$ cat config.mk
export PLATFORM = sky130hd
export DESIGN_NAME = transmission_recip_te
export DESIGN_NICKNAME = d
export VERILOG_FILES = /design/src/rtl/transmission_recip_te.sv
export SDC_FILE = /design/constraint.sdc
export NUM_CORES = 1
export LEC_CHECK = 0
export ABC_CLOCK_PERIOD_IN_PS = 35800
export BUFFER_PORTS_ARGS = -buffer_cell sky130_fd_sc_hd__buf_4
export CORE_MARGIN = 3
export CORE_UTILIZATION = 35
export DETAILED_ROUTE_END_ITERATION = 10
export SLEW_MARGIN = 10
export SYNTH_ARGS = -nofsm -noshare
export SYNTH_HDL_FRONTEND = slang
export SYNTH_SLANG_ARGS = --single-unit
$ cat constraint.sdc
create_clock -name clk -period 35.8 [get_ports clk]
set_input_delay 0 -clock clk [delete_from_list [all_inputs] [get_ports clk]]
set_output_delay 0 -clock clk [all_outputs]
set_load 0.02 [all_outputs]
$ cat src/rtl/transmission_recip_te.sv
// Transmission estimate t = 1 - product, clamped to T0, with a 14-stage restoring divider for 1/t.
// Build option TE_ROUND_EN: when defined, 1/t is rounded to nearest instead of truncated.
module transmission_recip_te #(
  parameter int T0   = 103,
  parameter int SB_W = 24
) (
  input  logic            clk,
  input  logic            rst,
  input  logic            en,
  input  logic            in_valid,
  input  logic [9:0]      product,
  input  logic [SB_W-1:0] sb_in,
  output logic            out_valid,
  output logic [10:0]     t,
  output logic [13:0]     inv_t,
  output logic [SB_W-1:0] sb_out
);

  localparam int NS = 14;

  logic [10:0] t_raw;
  logic [10:0] t_c;
  logic [20:0] dvd;

  assign t_raw = 11'd1024 - {1'b0, product};
  assign t_c   = (t_raw < 11'(T0)) ? 11'(T0) : t_raw;

`ifdef TE_ROUND_EN
  assign dvd = 21'h100000 + {11'd0, t_c[10:1]};
`else
  assign dvd = 21'h100000;
`endif

  // Index 0 is the clamp stage; indices 1..NS are the divider stages.
  logic            vld    [0:NS];
  logic [10:0]     tc     [0:NS];
  logic [SB_W-1:0] sb     [0:NS];
  logic [20:0]     rem    [0:NS-1];
  logic [13:0]     quo    [1:NS];
  logic [NS-1:0]   qbit;
  logic [20:0]     rem_nx [1:NS-1];

  // Stage i resolves quotient bit NS-i by trial-subtracting the shifted divisor.
  for (genvar i = 1; i <= NS; i++) begin : g_div
    localparam int B = NS - i;
    logic [24:0] dsh;
    assign dsh     = {14'd0, tc[i-1]} << B;
    assign qbit[B] = ({4'd0, rem[i-1]} >= dsh);
    if (i < NS) begin : g_rem
      assign rem_nx[i] = qbit[B] ? (rem[i-1] - dsh[20:0]) : rem[i-1];
    end
  end

  always_ff @(posedge clk) begin
    if (rst) begin
      for (int i = 0; i <= NS; i++) begin
        vld[i] <= 1'b0;
        tc[i]  <= '0;
        sb[i]  <= '0;
      end
      for (int i = 0; i < NS; i++) rem[i] <= '0;
      for (int i = 1; i <= NS; i++) quo[i] <= '0;
    end else if (en) begin
      vld[0] <= in_valid;
      tc[0]  <= t_c;
      sb[0]  <= sb_in;
      rem[0] <= dvd;
      for (int i = 1; i <= NS; i++) begin
        vld[i] <= vld[i-1];
        tc[i]  <= tc[i-1];
        sb[i]  <= sb[i-1];
      end
      for (int i = 1; i < NS; i++) rem[i] <= rem_nx[i];
      quo[1] <= {qbit[NS-1], 13'd0};
      for (int i = 2; i <= NS; i++) quo[i] <= quo[i-1] | (14'(qbit[NS-i]) << (NS-i));
    end
  end

  assign out_valid = vld[NS];
  assign t         = tc[NS];
  assign inv_t     = quo[NS];
  assign sb_out    = sb[NS];

endmodule

==> metrics.txt <==
status=finished, final reports clean; Worst Path Required=36.06 ns; clock root cell=clkbuf_16; PwrDens=58.6 nW/um^2; Yosys top cell area share=0.620; total track usage=0.117; most frequent CP cell=buf_4; IO Pins=88; Post-Synthesis Cells=3346; RSZ-0062 raised after global routing=no; largest cells by area after synthesis=edfxtp_1 62%, and2_1 5.6%, ha_1 4.5%; hold_buf cts=45; worst hold path endpoint=sb[0][12]; Core Area=115000 sq um; Leak=17.6 nW; layout cells sized above 1=0.0814; # resized after CTS=0; antenna violations before repair=1; dpl hpwl=45600 um; drt initial violations=1337; maximum VDD drop=0.0000349 V; largest net degree at the start of global routing=155; CP arrival=4.86 ns; Pins Over Slew Limit=0; Critical Path Source Type=primary input; worst path bufs/invs=5; Top delay family on crit path=buffers and inverters; WHS Path Cells=3; Die W=346 um; CTS tree=built; CP max-delay cell=buf_4; Yosys top cell by area=edfxtp_1; Remaining DRCs=0; Design Power=2.68 mW; Antenna Nets Post-Route=0; ys async rst share=0; Fmax achieved=218 MHz; Tcrit/Tclk final=0.128; global route total overflow=0; R2R cell count=10; Syn Std Cell Area=40600 sq um; Worst setup EP type=flip-flop; CTS clock-pin slew for the worst setup and hold paths=0.06 ns; Worst Hold Class=in -> reg; drt wl/cell=14.2 um; clk_lat worst skew=0.65 ns; vias in the first global route=23600; most common cell after layout, fill and taps aside=edfxtp_1; Crit Path Category=in -> reg; vias per cell=4.79; drt total wl=71000 um; # rows=124; TritonCTS buffer count=92; nets=3620; Pre-Repair DR Iteration Count=7; max_slew headroom=0.229; Vert. Die Dim=346 um; Post-CTS Setup Bufs=0; Worst Skew=0.0166 ns; setup_tns=0 ns; Post-synth EDFFs=837; HP Start=sb_in[12]; MaxCap Viol Count=0; Syn-to-layout area delta=12.8%; # diodes=0; Critical Path, Cell by Cell=dlygate4sd3_1 > clkbuf_8 > or2_4 > buf_4 > buf_4 > buf_4; Clock Path Buffers=3; reg2reg end=rem[1][37]; clock sinks=838; gp weighted congestion=0.854; routed via count=24000; final worst path period need=4.60 ns; final setup vio count=0; Crit path largest cell delay=0.99 ns; Buffers on Ports=87; Yosys reg bits=838; Syn Nets=3543; Worst Max-Slew Pin Slew=1.16 ns; Seq/Total Area, Yosys=0.620; global-route wire length before repair=118000 um; Netlist cell types=78; Crit Reg-Reg Startpoint=rem[1][5]; area of the die=120000 sq um; Reg2Reg Setup Slack=32.32 ns; CTS H-tree lvls=3; initial core utilization=0.354; final hold violations=0; crit path max fanout=98; ys flop type=edfxtp_1; Syn. warnings=0; Syn Area/Cell=12.1 sq um; commonest cells after routing, fill and taps aside=837 x edfxtp_1, 364 x and2_1, 318 x nor2_1
[synthesized netlist by cell type (13+ instances only)]
cell      instances
a21o_1           30
or3_1            39
nand3_1          76
o211ai_1         24
nand2b_1         25
or4_1            21
nor2b_1         163
o31ai_1          21
xnor2_1          46
edfxtp_1        837
xor2_1           19
nand4_1          20
nor4_1           30
clkbuf_1        129
buf_4            38
a211oi_1         34
or2_2            13
mux2_2           13
inv_1           191
and2_1          364
o21ai_0         100
o21a_1           44
ha_1            147
nor2_1          318
nor3_1           47
nand2_1         131
mux2i_1          46
a21oi_1         177
[sequential cells by signal, indices dropped and copies added, names as in the netlist]
| signal | cells |
|---|---|
| sb | 360 |
| rem | 193 |
| tc | 165 |
| quo | 105 |
| vld | 15 |
[final cells by class]
cell class / instances / area, sq um
inverter: 191 / 717
clock buffer: 113 / 2400
fill: 10700 / 68900
tap: 1512 / 1890
sequential: 838 / 25200
multi-input combinational: 2140 / 13900
clock inverter: 49 / 393
timing repair buffer: 160 / 1320
[power breakdown]
group | switching, mW | internal [mW]
combinational | 0.329 | 0.234
sequential | 0.0444 | 1.19
clock | 0.370 | 0.511
[metrics by stage]
stage / instances / setup WS [ns] / utilization / hold WS [ns] / area, sq um
6_report: 5003 / 31.20 / 0.399 / 0.178 / 45800
3_3_place_gp: 4796 / 31.16 / 0.371 / 0.264 / 42500
3_5_place_dp: 4796 / 31.09 / 0.371 / 0.271 / 42500
2_1_floorplan: 3346 / 24.44 / - / 0.116 / 40600
5_1_grt: 5003 / 30.90 / 0.399 / 0.148 / 45800
4_1_cts: 5003 / 31.23 / 0.399 / 0.105 / 45800
[cell families (layout without fill, tap and decap cells)]
group,count (synthesis),after routing,synth area share
simple gates,1305,1305,0.174
flops,838,838,0.620
compound gates,551,551,0.0878
buf+inv,368,513,0.0381
fa+ha+maj,159,159,0.0513
xor+xnor,65,65,0.0140
mux,59,59,0.0150
other cells,1,1,0.0000925
[worst max path at each step]
stage,startpoint,to,slack (ns),cells after the start
final,rst,rem[0][37],31.20,6
after global routing,rst,rem[0][120],30.90,6
after CTS,rst,rem[0][54],31.23,6
after detailed placement,rst,rem[0][56],31.09,5
after global placement,rst,rem[0][54],31.16,5
after floorplan,rst,quo[0][105],24.44,3
[worst reg2reg max path, stage by stage (launching register included)]
cell and delay, ns:
edfxtp_1 0.39, inv_1 0.12, ha_1 0.17, inv_1 0.05, fa_1 0.41, a21oi_1 0.24, o21ai_1 0.18, a22oi_1 0.51
nand3_1 0.66, or4b_2 0.42, a21oi_1 0.06
[routing by layer]
metal	vias up	GRT usage	routed length [um]
li1	12200	-	-
met5	-	0	0
met2	413	0.206	35300
met1	11200	0.140	30400
met4	0	0.0498	2780
met3	166	0.0214	2490
Power figures use the tool's default switching activity.
